<file path="src/rtl/fetch_unit_pkg.sv">
// Shared definitions for the RV32I instruction-fetch stage.
//
// Contents:
//   S_BOOT..S_FAULT : fetch FSM state encodings (2-bit, legacy-compatible)
//   NOP_INSTR       : canonical RV32I NOP (addi x0, x0, 0)
//   INSTR_BYTES     : PC increment per fetched instruction
//   isAligned()     : true when a byte address is word aligned
//
// Optional feature macro used by this slice: FETCH_PERF_EN (see fetch_unit.sv).

package riscv_fetch_pkg;

    localparam logic [1:0] S_BOOT  = 2'd0;
    localparam logic [1:0] S_RUN   = 2'd1;
    localparam logic [1:0] S_END   = 2'd2;
    localparam logic [1:0] S_FAULT = 2'd3;

    localparam logic [31:0] NOP_INSTR   = 32'h0000_0013;
    localparam logic [31:0] INSTR_BYTES = 32'd4;

    // Only the two low address bits matter for word alignment.
    function automatic logic isAligned(input logic [1:0] lowBits);
        return (lowBits == 2'b00);
    endfunction

endpackage

</file>
<file path="src/rtl/fetch_unit_if.sv">
// Bus bundle between the fetch stage, instruction memory, execute (redirects)
// and decode (IF/ID handshake).
//
// Signals:
//   imem_pc        fetch -> imem    byte address (combinational read)
//   imem_instr     imem  -> fetch   word at imem_pc, same cycle
//   redirect_valid execute -> fetch taken branch/jump
//   redirect_pc    execute -> fetch redirect target byte address
//   id_ready       decode -> fetch  decode accepts id_instr this cycle
//   id_valid       fetch -> decode  id_instr/id_pc hold a valid instruction
//   id_instr       fetch -> decode  fetched instruction word
//   id_pc          fetch -> decode  address of id_instr
//
// Modports: master = the fetch stage, slave = its environment.

interface fetch_unit_if;

    logic [31:0] imem_pc;
    logic [31:0] imem_instr;
    logic        redirect_valid;
    logic [31:0] redirect_pc;
    logic        id_ready;
    logic        id_valid;
    logic [31:0] id_instr;
    logic [31:0] id_pc;

    modport master (
        output imem_pc,
        input  imem_instr,
        input  redirect_valid,
        input  redirect_pc,
        input  id_ready,
        output id_valid,
        output id_instr,
        output id_pc
    );

    modport slave (
        input  imem_pc,
        output imem_instr,
        output redirect_valid,
        output redirect_pc,
        output id_ready,
        input  id_valid,
        input  id_instr,
        input  id_pc
    );

endinterface

</file>
<file path="src/rtl/fetch_unit_ifid_reg.sv">
// IF/ID pipeline register: valid bit plus instruction word and its PC.
//
// Ports:
//   clock, reset   core clock; synchronous active-low reset
//   load_i         capture instr_i/pc_i and set valid
//   flush_i        clear valid (highest priority)
//   drain_i        clear valid when decode consumed the entry and nothing new loads
//   instr_i, pc_i  incoming instruction word and its address
//   valid_o, instr_o, pc_o  registered IF/ID contents

module ifid_reg
    import riscv_fetch_pkg::*;
(
    input  logic        clock,
    input  logic        reset,
    input  logic        load_i,
    input  logic        flush_i,
    input  logic        drain_i,
    input  logic [31:0] instr_i,
    input  logic [31:0] pc_i,
    output logic        valid_o,
    output logic [31:0] instr_o,
    output logic [31:0] pc_o
);

    logic        valid_q;
    logic [31:0] instr_q;
    logic [31:0] pc_q;

    // Flush beats load so a redirect discards a word fetched in the same cycle;
    // with no control active the entry holds, which is how decode stalls work.
    always_ff @(posedge clock) begin
        if (!reset) begin
            valid_q <= 1'b0;
            instr_q <= NOP_INSTR;
            pc_q    <= 32'd0;
        end else if (flush_i) begin
            valid_q <= 1'b0;
        end else if (load_i) begin
            valid_q <= 1'b1;
            instr_q <= instr_i;
            pc_q    <= pc_i;
        end else if (drain_i) begin
            valid_q <= 1'b0;
        end
    end

    assign valid_o = valid_q;
    assign instr_o = instr_q;
    assign pc_o    = pc_q;

endmodule

</file>
<file path="src/rtl/fetch_unit.sv">
// Instruction-fetch stage of the single-issue RV32I core.
//
// Drives the instruction-memory PC, captures the returned word into the IF/ID
// register and hands it to decode over a valid/ready handshake. Handles
// redirects, decode stalls, end-of-program and misaligned-redirect faults.
//
// Ports:
//   clock        core clock, all state updates on posedge
//   reset        synchronous, active-low reset
//   bus          fetch_unit_if.master (imem, redirect and IF/ID handshake)
//   prog_done    PC reached PC_LIMIT; no further fetches
//   fetch_fault  sticky; a redirect target was misaligned
//   perf_fetch_cnt, perf_stall_cnt  (only with FETCH_PERF_EN) saturating counters
//
// Parameters: RESET_PC (first fetch address), PC_LIMIT (first address past program).
// Optional feature macro: FETCH_PERF_EN.

module fetch_unit
    import riscv_fetch_pkg::*;
#(
    parameter logic [31:0] RESET_PC = 32'h0000_0004,
    parameter logic [31:0] PC_LIMIT = 32'd28
) (
    input  logic         clock,
    input  logic         reset,
    fetch_unit_if.master bus,
    output logic         prog_done,
    output logic         fetch_fault
`ifdef FETCH_PERF_EN
    ,
    output logic [31:0]  perf_fetch_cnt,
    output logic [31:0]  perf_stall_cnt
`endif
);

    logic [1:0]  state_q, state_d;
    logic [31:0] pc_q, pc_d;
    logic        loadIfid;
    logic        flushIfid;
    logic        drainIfid;
    logic        idValid;

    // Next-state logic. Redirects win over everything in RUN/END; a misaligned
    // target leaves the PC untouched and parks the FSM in FAULT. Reaching the
    // limit stops fetching but lets the last IF/ID entry drain normally.
    always_comb begin
        state_d   = state_q;
        pc_d      = pc_q;
        loadIfid  = 1'b0;
        flushIfid = 1'b0;
        drainIfid = 1'b0;
        case (state_q)
            S_BOOT: begin
                state_d = S_RUN;
            end
            S_RUN, S_END: begin
                if (bus.redirect_valid) begin
                    flushIfid = 1'b1;
                    if (!isAligned(bus.redirect_pc[1:0])) begin
                        state_d = S_FAULT;
                    end else begin
                        pc_d    = bus.redirect_pc;
                        state_d = (bus.redirect_pc < PC_LIMIT) ? S_RUN : S_END;
                    end
                end else if (state_q == S_END || pc_q >= PC_LIMIT) begin
                    state_d   = S_END;
                    drainIfid = bus.id_ready;
                end else if (!idValid || bus.id_ready) begin
                    loadIfid = 1'b1;
                    pc_d     = pc_q + INSTR_BYTES;
                end
            end
            default: begin
                state_d = state_q;
            end
        endcase
    end

    always_ff @(posedge clock) begin
        if (!reset) begin
            state_q <= S_BOOT;
            pc_q    <= RESET_PC;
        end else begin
            state_q <= state_d;
            pc_q    <= pc_d;
        end
    end

    ifid_reg u_ifid (
        .clock   (clock),
        .reset   (reset),
        .load_i  (loadIfid),
        .flush_i (flushIfid),
        .drain_i (drainIfid),
        .instr_i (bus.imem_instr),
        .pc_i    (pc_q),
        .valid_o (idValid),
        .instr_o (bus.id_instr),
        .pc_o    (bus.id_pc)
    );

    assign bus.imem_pc  = pc_q;
    assign bus.id_valid = idValid;
    assign prog_done    = (state_q == S_END);
    assign fetch_fault  = (state_q == S_FAULT);

`ifdef FETCH_PERF_EN
    logic [31:0] perfFetch_q;
    logic [31:0] perfStall_q;

    // Both counters saturate rather than wrap so long runs stay meaningful.
    always_ff @(posedge clock) begin
        if (!reset) begin
            perfFetch_q <= 32'd0;
            perfStall_q <= 32'd0;
        end else begin
            if (loadIfid && perfFetch_q != 32'hFFFF_FFFF) begin
                perfFetch_q <= perfFetch_q + 32'd1;
            end
            if (state_q == S_RUN && idValid && !bus.id_ready &&
                perfStall_q != 32'hFFFF_FFFF) begin
                perfStall_q <= perfStall_q + 32'd1;
            end
        end
    end

    assign perf_fetch_cnt = perfFetch_q;
    assign perf_stall_cnt = perfStall_q;
`endif

endmodule

</file>
<file path="src/flat_wrapper.sv">
// flat-port wrapper written by rule: the top's interface ports become plain ports
module fetch_unit_flat import riscv_fetch_pkg::*;
#(
    parameter logic [31:0] RESET_PC = 32'h0000_0004,
    parameter logic [31:0] PC_LIMIT = 32'd28
)
  (clock, reset, prog_done, fetch_fault, bus_imem_pc, bus_imem_instr, bus_redirect_valid, bus_redirect_pc, bus_id_ready, bus_id_valid, bus_id_instr, bus_id_pc);
  fetch_unit_if bus_i ();
  input  logic clock;
  input  logic reset;
  output logic prog_done;
  output logic fetch_fault;
  output wire logic [$bits(bus_i.imem_pc)-1:0] bus_imem_pc;
  input wire logic [$bits(bus_i.imem_instr)-1:0] bus_imem_instr;
  input wire logic [$bits(bus_i.redirect_valid)-1:0] bus_redirect_valid;
  input wire logic [$bits(bus_i.redirect_pc)-1:0] bus_redirect_pc;
  input wire logic [$bits(bus_i.id_ready)-1:0] bus_id_ready;
  output wire logic [$bits(bus_i.id_valid)-1:0] bus_id_valid;
  output wire logic [$bits(bus_i.id_instr)-1:0] bus_id_instr;
  output wire logic [$bits(bus_i.id_pc)-1:0] bus_id_pc;
  assign bus_imem_pc = bus_i.imem_pc;
  assign bus_i.imem_instr = bus_imem_instr;
  assign bus_i.redirect_valid = bus_redirect_valid;
  assign bus_i.redirect_pc = bus_redirect_pc;
  assign bus_i.id_ready = bus_id_ready;
  assign bus_id_valid = bus_i.id_valid;
  assign bus_id_instr = bus_i.id_instr;
  assign bus_id_pc = bus_i.id_pc;
  fetch_unit #(.RESET_PC(RESET_PC), .PC_LIMIT(PC_LIMIT)) u_core (.clock(clock), .reset(reset), .bus(bus_i), .prog_done(prog_done), .fetch_fault(fetch_fault));
endmodule
</file>
<file path="config.mk">
export PLATFORM = sky130hd
export DESIGN_NAME = fetch_unit_flat
export DESIGN_NICKNAME = d
export VERILOG_FILES = /design/src/rtl/fetch_unit_pkg.sv /design/src/rtl/fetch_unit_if.sv /design/src/rtl/fetch_unit_ifid_reg.sv /design/src/rtl/fetch_unit.sv /design/src/flat_wrapper.sv
export SDC_FILE = /design/constraint.sdc
export NUM_CORES = 1
export LEC_CHECK = 0
export CORE_MARGIN = 3
export CORE_UTILIZATION = 31
export DETAILED_ROUTE_END_ITERATION = 16
export PLACE_DENSITY_LB_ADDON = 0.25
export SETUP_SLACK_MARGIN = 0.02
export SKIP_LAST_GASP = 1
export SYNTH_ARGS = -nofsm -noshare
export SYNTH_HDL_FRONTEND = slang
export SYNTH_SLANG_ARGS = --single-unit
</file>
<file path="constraint.sdc">
create_clock -name clock -period 2.18 [get_ports clock]
set_input_delay 0.654 -clock clock [delete_from_list [all_inputs] [get_ports clock]]
set_output_delay 0.654 -clock clock [all_outputs]
set_load 0.02 [all_outputs]
</file>
=== After elaboration in Yosys (flattened, before gate mapping) ===
Cells that the tools add are included.
Widths: inputs -> output; s select.

* $add $sub $neg: 1
* Multiply operators: 0
* Divide/modulo/power cells: 0
* $lt $le $gt $ge: 2
* Eq/ne operators: 6
* Shifts and indexed selects: 0
* Mux-type cells: 20
* Bitwise gates (word level): 2
* Reductions and logical operators: 13

{| class="wikitable"
|+ Operators with widths
! operator !! number
|-
| $mux 32 || 4
|-
| $add 32x3->32 const B || 1
|-
| $ge 32x5->1 const B || 1
|-
| $lt 32x5->1 const B || 1
|-
| $mux 1 || 11
|-
| $mux 2 || 4
|-
| $reduce_bool 2->1 || 3
|-
| $eq 2x2->1 const B || 2
|-
| $logic_not 2->1 || 2
|-
| $pmux 2 s2 || 1
|-
| $reduce_and 2->1 || 2
|-
| $reduce_and 4->1 || 1
|-
| $reduce_or 2->1 || 2
|-
| $ne 3x2->1 const B || 1
|-
| $eq 2x1->1 const B || 1
|-
| $logic_or 1x1->1 || 2
|-
| $ne 2x1->1 const B || 1
|-
| $ne 2x2->1 const B || 1
|-
| $not 1->1 || 2
|-
| $logic_not 1->1 || 1
|}

* Bits in registers: 99
* Bits in latches: 0
* RAM bits: 0
* Bits in read-only memories: 0
* Input bits: 68
* Output and inout port bits: 99
* Word-level logic and storage cells: 49
* Memories kept: 0

=== Longest topological paths before layout ===
Gate-level depths: netlist (run 1).

* Depth after elaboration: 7
* Gate-level depth with buffers: 10
* Mapped depth without buffers: 7

=== Cells and area by module ===
Synthesis (run 1) repeated with hierarchy kept, for this count alone.

* Cell total of the unflattened synthesis: 521
* Area, all modules: 4,596.9 um^2

{| class="wikitable"
|+ Modules (own cells, without submodules)
! module !! times used !! cells each !! area each (um^2) !! sequential area each (um^2)
|-
| ifid_reg || 1 || 282 || 2,667.6 || 1,301.2
|-
| fetch_unit || 1 || 239 || 1,929.4 || 680.7
|}

=== Least setup slack after synthesis (run 1) ===
No wires, ideal clock.

* Kind: register -> register
* Start point: register u_core.state_q[0]
* End point: register u_core.pc_q[29], in the netlist u_core.bus.imem_pc[29]
* Library setup time: 0.117 ns
* Data arrival time: 1.963 ns
* Data required time: 2.063 ns
* Setup slack: 0.100 ns
* Cell stages (with the launch flop): 9
* Buffers on the path: 2
* Clock period less this slack: 2.080 ns
* Path through: dfxtp_1 -> inv_1 -> ha_1 -> clkbuf_1 -> or4b_1 -> clkbuf_1 -> a22oi_1 -> o31ai_1 -> a32o_1

* Word-level cells in the longest chain between the ends: 4
* Elaborated cells between the ends (all ways): 6
* Classes of those cells: 3 x eq/ne; 3 x reduce/logical

{| class="wikitable"
|+ Ends and longest elaborated chain
! what !! line !! text
|-
| start: declaration || fetch_unit.sv:36 || <nowiki>logic [1:0] state_q, state_d;</nowiki>
|-
| start signal: assignment || fetch_unit.sv:84 || <nowiki>state_q <= state_d;</nowiki>
|-
| $eq 2x2->1 || fetch_unit.sv:52, fetch_unit.sv:65 ||
|-
| $logic_or 1x1->1 || fetch_unit.sv:65 || <nowiki>end else if (state_q == S_END || pc_q >= PC_LIMIT) begin</nowiki>
|-
| $ne 2x2->1 (no source line) || n/a ||
|-
| $reduce_and 4->1 (no source line) * || n/a ||
|-
| end signal: assignment || fetch_unit.sv:85 || <nowiki>pc_q <= pc_d;</nowiki>
|-
| end: declaration || fetch_unit.sv:37 || <nowiki>logic [31:0] pc_q, pc_d;</nowiki>
|}

Every way passes the cells marked *; elsewhere a longest branch is shown, timed or not.
A chain may end at the register's enable or synchronous reset.

=== Worst setup path after layout (run 1) ===
* Start point: register u_core.pc_q[9], in the netlist u_core.bus.imem_pc[9]
* End point: output bus_imem_pc[9]

{| class="wikitable"
|+ RTL lines
! what !! line !! text
|-
| end: declaration || flat_wrapper.sv:13 || <nowiki>output wire logic [$bits(bus_i.imem_pc)-1:0] bus_imem_pc;</nowiki>
|}

No word-level cell between the ends.

==> impl_metrics.json, run 1 <==
{
  "num_vias": 3969,
  "yosysTopAreaCell": "dfxtp_1",
  "postCtsHoldBufs": 0,
  "htreeDepth": 3,
  "fillers": 1112,
  "maxSlewViolCount": 0,
  "die_area_sq_um": 14220,
  "fin_crit_sh_pct": 97.94,
  "core-area_sq_um": 12260,
  "p_sw_share_pct": 33.68,
  "cts.root.buffer_cell": "clkbuf_16",
  "finClkSkew_ns": 0.008296,
  "yosysUniqueCellTypes": 46,
  "critPathMaxFanout": 5,
  "overflow": 0,
  "worstSkewPairLatency_ns": 0.34,
  "rr_worst_depth": 9,
  "grt_use_met2_pct": 29.88,
  "totalPowerFinal_mw": 6.081,
  "syn_nets": 485,
  "cts_made_buffers": 9,
  "critPathArrivalTime_ns": 1.48,
  "place_inst": 774,
  "ys_warn_count": 0,
  "status": "finished clean",
  "critPathTopFamily": "buffers and inverters",
  "drc": 0,
  "tritoncts": "done",
  "grt_setup_unrepaired": "true",
  "grt_max_degree": 38,
  "pwr_density_cell_nw_per_um2": 933.7,
  "synth-edff-count": 0,
  "tns_ns": 0,
  "synth_top_family_by_area": "simple AND/OR/NAND/NOR gates",
  "fmax_mhz": 468.4,
  "diodes": 0,
  "synth_area_leaders": "dfxtp_1, mux2i_1, and3_1",
  "gp_congestion": 0.9128,
  "grtUsageMet1_pct": 22.45,
  "grtUsageTotal_pct": 17.84,
  "slew_headroom_pct": 72.39,
  "postRouteAntennaNets": 0,
  "seq_area_frac_synth_pct": 49.86,
  "die_w_um": 119.2,
  "crit_chain": "clkdlybuf4s50_1",
  "hold_violations": 0,
  "crit_buf_inv": 1,
  "rrSetupSlack_ns": 0.16,
  "crit_path_end": "bus_imem_pc[9]",
  "die_y_um": 119.2,
  "ys_ff_latch": 99,
  "switching_power_mw": 2.048,
  "vias_per_cell": 5.011,
  "setup_ws_ns": 0.04489,
  "fin_util_pct": 53.11,
  "hold_class": "reg2reg",
  "max_stage_delay_ns": 0.67,
  "fin_hold_ws_ns": 0.4777,
  "r2r_start": "u_core.state_q[0]$_SDFFE_PN0P_",
  "avgSynthCellArea_sq_um": 9.625,
  "top_usage_layer": "met2",
  "synth_compound_area_share_pct": 12.18,
  "cp-start-kind": "register",
  "peakVddDrop_mv": 0.5296,
  "postSynth.asyncResetShare_pct": 0,
  "dp_hpwl_mm": 9.785,
  "placed_area_sq_um": 6126,
  "comb_power_share_pct": 37.8,
  "finish.instance_area_sq_um": 6513,
  "intPower_mw": 4.033,
  "cts_max_path_buffers": 2,
  "drtIter0Drc": 337,
  "r2r_end": "u_core.u_ifid.instr_o[9]$_SDFFE_PN0P_",
  "layoutNonFillerInstCount": 792,
  "synth_commonest_cells": "dfxtp_1, nor2_1, mux2i_1",
  "netlist_instances": 413,
  "synth_top_area_share_pct": 49.86,
  "drive_gt1_share_pct": 13.62,
  "cts_sinks": 99,
  "synth_xor_xnor_area_share_pct": 0,
  "syn_area_sq_um": 3975,
  "drv_cap": 0,
  "crit_path_end_kind": "primary output",
  "worstMarginPinSlew_ns": 0.4110,
  "min_from": "u_core.u_ifid.instr_o[0]$_SDFFE_PN1P_",
  "grt_pass1_wl_mm": 20.41,
  "start_util_pct": 32.42,
  "place_ws_ns": -0.3056,
  "wl_per_cell_um": 16.70,
  "crit_cells": 1,
  "cp_slowest_cell": "clkdlybuf4s50_1",
  "drt-total-wl_mm": 13.23,
  "pwr-share-seq_pct": 36.2,
  "first_pass_iters": 5,
  "yosys.area_share.simple_pct": 21.88,
  "synthAdderAreaFrac_pct": 1.259,
  "io_buffers": 166,
  "min_period_ns": 2.135,
  "startpoint": "u_core.bus.imem_pc[9]$_SDFFE_PN0P_",
  "p_leak_nw": 2.512,
  "critPathKind": "reg2out",
  "use_met3_pct": 4.416,
  "yosys_most_used_dff": "dfxtp_1",
  "pin_count": 167,
  "worstPathRequired_ns": 1.53,
  "antenna_found_initial": 0,
  "grt_pass1_vias": 3845,
  "setup_violations": 0,
  "synthMuxAreaShare_pct": 10.07,
  "fp-row-count": 40,
  "post-synth-top-count-cell": "dfxtp_1",
  "cts.clk_slew.worst_paths_ns": 0.07,
  "nNetsFinal": 692,
  "area_delta_synth_final_pct": 63.83,
  "clkPwrFrac_pct": 26.0
}
-- layout by cell type, fill, tap and decap left out, drive strengths merged, types with 3 or more instances in the layout --
cell type,count
dlymetal6s2s,4
dfxtp,99
nor2,42
a32o,12
nor3,11
ha,4
o31ai,4
nand2,39
a21oi,18
mux2i,40
inv,6
nand3,7
and3,30
nor4,16
nand4,9
a211oi,4
o41ai,3
clkdlybuf4s50,160
o21ai,21
clkbuf,12
buf,55
-- worst min-delay path by stage --
stage / slack, ns / cells past startpoint / endpoint
2_1_floorplan: 0.49 / 2 / u_core.state_q[0]$_SDFFE_PN0P_
3_3_place_gp: 0.46 / 2 / u_core.u_ifid.instr_o[0]$_SDFFE_PN1P_
3_5_place_dp: 0.47 / 2 / u_core.u_ifid.instr_o[0]$_SDFFE_PN1P_
4_1_cts: 0.48 / 2 / u_core.u_ifid.instr_o[0]$_SDFFE_PN1P_
5_1_grt: 0.49 / 1 / u_core.u_ifid.pc_o[28]$_SDFFE_PN0P_
6_report: 0.48 / 2 / u_core.u_ifid.instr_o[0]$_SDFFE_PN1P_
-- layout make-up --
cell class	count	area (sq um)	area share, %
Tap cell	168	210.2	3.228
Timing Repair Buffer	223	2182	33.51
Clock inverter	5	62.56	0.9606
Clock buffer	10	229.0	3.516
Sequential cell	99	1982	30.43
Multi-Input combinational cell	282	1828	28.07
Inverter	5	18.77	0.2882
-- sequential cells by signal (all words and copies together) (netlist names) --
signal,count
u_core.u_ifid.instr_o,32
u_core.u_ifid.valid_o,1
u_core.u_ifid.pc_o,32
u_core.bus.imem_pc,32
u_core.state_q,2
-- routing by layer --
| layer | up-vias | wire (um) |
|---|---|---|
| li1 | 1915 | - |
| met1 | 1852 | 5667 |
| met2 | 178 | 6330 |
| met3 | 24 | 936 |
| met4 | 0 | 294 |
| met5 | - | 0 |
-- power by group through the flow --
stage / registers (mW) / logic [mW] / clock network (mW)
after floorplan: 2.46 / 0.933 / 0
after global placement: 2.23 / 2.19 / 0
after detailed placement: 2.24 / 2.21 / 0
after CTS: 2.20 / 2.22 / 1.62
after global routing: 2.23 / 2.47 / 1.69
final: 2.20 / 2.30 / 1.58
-- kinds of logic (layout without fill, tap and decap cells) --
logic type	after synthesis	count (layout)
compound gates	72	72
fa+ha+maj	4	4
buf+inv	32	243
flops	99	99
mux	40	40
simple gates	166	166
-- repair_timing --
action                     4_1_cts  5_1_grt
cloned                           0        2
setup buffers                    0        1
resized for setup                3        7
pin swaps                        0        2
setup endpoints to repair        2       54
hold endpoints to repair         0        0
(Power assumes the default switching activity.)
==> inputs of run 2 (changes only) <==
--- a/config.mk
+++ b/config.mk
@@ -9,8 +9,10 @@
 export CORE_UTILIZATION = 31
 export DETAILED_ROUTE_END_ITERATION = 16
 export PLACE_DENSITY_LB_ADDON = 0.25
+export RECOVER_POWER = 25
 export SETUP_SLACK_MARGIN = 0.02
 export SKIP_LAST_GASP = 1
+export SLEW_MARGIN = 20
 export SYNTH_ARGS = -nofsm -noshare
 export SYNTH_HDL_FRONTEND = slang
 export SYNTH_SLANG_ARGS = --single-unit
==> impl_metrics.json, run 2 (synthesis gave the netlist of run 1 again) <==
{
  "fin_crit_sh_pct": 97.94,
  "max_stage_delay_ns": 0.67,
  "io_buffers": 166,
  "grtUsageTotal_pct": 17.84,
  "crit_chain": "clkdlybuf4s50_1",
  "cts_max_path_buffers": 2,
  "fin_hold_ws_ns": 0.4778,
  "num_vias": 3994,
  "cp_slowest_cell": "clkdlybuf4s50_1",
  "critPathMaxFanout": 5,
  "htreeDepth": 3,
  "grt_max_degree": 38,
  "overflow": 0,
  "grt_setup_unrepaired": "true",
  "drc": 0,
  "totalPowerFinal_mw": 6.040,
  "fin_util_pct": 52.71,
  "first_pass_iters": 5,
  "peakVddDrop_mv": 0.5284,
  "status": "finished clean",
  "fmax_mhz": 468.4,
  "setup_violations": 0,
  "postCtsHoldBufs": 0,
  "diodes": 0,
  "area_delta_synth_final_pct": 62.61,
  "die_w_um": 119.2,
  "postRouteAntennaNets": 0,
  "hold_violations": 0,
  "dp_hpwl_mm": 9.785,
  "critPathTopFamily": "buffers and inverters",
  "layoutNonFillerInstCount": 792,
  "cts_sinks": 99,
  "wl_per_cell_um": 16.69,
  "pin_count": 167,
  "nNetsFinal": 692,
  "rr_worst_depth": 8,
  "hold_class": "reg2reg",
  "worstPathRequired_ns": 1.53,
  "final_common_cell": "clkdlybuf4s50_1",
  "crit_path_end_kind": "primary output",
  "finClkSkew_ns": 0.008227,
  "place_inst": 774,
  "cts_made_buffers": 9,
  "critPathKind": "reg2out",
  "layout_common_cells": "clkdlybuf4s50_1, dfxtp_1, buf_4",
  "vias_per_cell": 5.043,
  "core-area_sq_um": 12260,
  "whs_path_depth": 2,
  "maxSlewViolCount": 0,
  "min_period_ns": 2.135,
  "grt_pass1_vias": 3845,
  "drtIter0Drc": 333,
  "cts.root.buffer_cell": "clkbuf_16",
  "slew_headroom_pct": 73.61,
  "worstMarginPinSlew_ns": 0.3959,
  "grt_pass1_wl_mm": 20.41,
  "cts.clk_slew.worst_paths_ns": 0.07,
  "worstSkewPairLatency_ns": 0.34,
  "crit_cells": 1,
  "die_area_sq_um": 14220,
  "crit_buf_inv": 1,
  "p_leak_nw": 2.465,
  "critPathArrivalTime_ns": 1.48,
  "drive_gt1_share_pct": 13.46,
  "start_util_pct": 32.42,
  "tritoncts": "done",
  "antenna_found_initial": 0,
  "cp-start-kind": "register",
  "drt-total-wl_mm": 13.22,
  "die_y_um": 119.2,
  "pwr_density_cell_nw_per_um2": 934.5,
  "fp-row-count": 40,
  "drv_cap": 0,
  "gp_congestion": 0.9128
}
-- run 2: worst paths after layout --
path / endpoint / from / slack, ns
setup / recovery: bus_imem_pc[9] / u_core.bus.imem_pc[9]$_SDFFE_PN0P_ / 0.04
hold / removal: u_core.u_ifid.instr_o[0]$_SDFFE_PN1P_ / u_core.u_ifid.instr_o[0]$_SDFFE_PN1P_ / 0.48
setup reg to reg: u_core.bus.imem_pc[10]$_SDFFE_PN0P_ / u_core.state_q[0]$_SDFFE_PN0P_ / 0.13
hold reg to reg: u_core.u_ifid.instr_o[0]$_SDFFE_PN1P_ / u_core.u_ifid.instr_o[0]$_SDFFE_PN1P_ / 0.48
-- run 2: per-stage QoR --
stage / cell area, sq um / worst slack (ns) / setup TNS, ns
floorplan: 3975 / 0.09990 / 0
global placement: 6126 / -0.2916 / -12.64
detailed placement: 6126 / -0.3056 / -13.17
CTS: 6417 / 0.02373 / 0
global route: 6464 / 0.01064 / 0
finish: 6464 / 0.04499 / 0
-- run 2: routing by layer --
metal	vias up	GRT usage (%)	part of all wire (%)
li1	1917	-	-
met4	0	5.865	2.2
met1	1872	22.45	42
met2	180	29.88	48
met5	-	0	0
met3	25	4.416	7.4
-- run 2: layout make-up --
class | instances | area [sq um]
multi-input cells | 282 | 1827
flip-flops and latches | 99 | 1982
well taps | 168 | 210.2
clock inverters | 5 | 62.56
repair buffers | 223 | 2135
fillers | 1123 | 5798
inverters | 5 | 18.77
clock buffers | 10 | 229.0
-- run 2: timing repair --
item	4_1_cts	5_1_grt
resized for setup	3	7
endpoints found under the setup margin	2	54
gates cloned	0	2
setup buffers	0	1
pin swaps	0	2
endpoints found under the hold margin	0	0
-- run 2: where the power goes --
group | internal [mW] | switching [mW] | total (mW)
logic | 1.09 | 1.17 | 2.26
registers | 2.02 | 0.182 | 2.20
clock network | 0.890 | 0.689 | 1.58
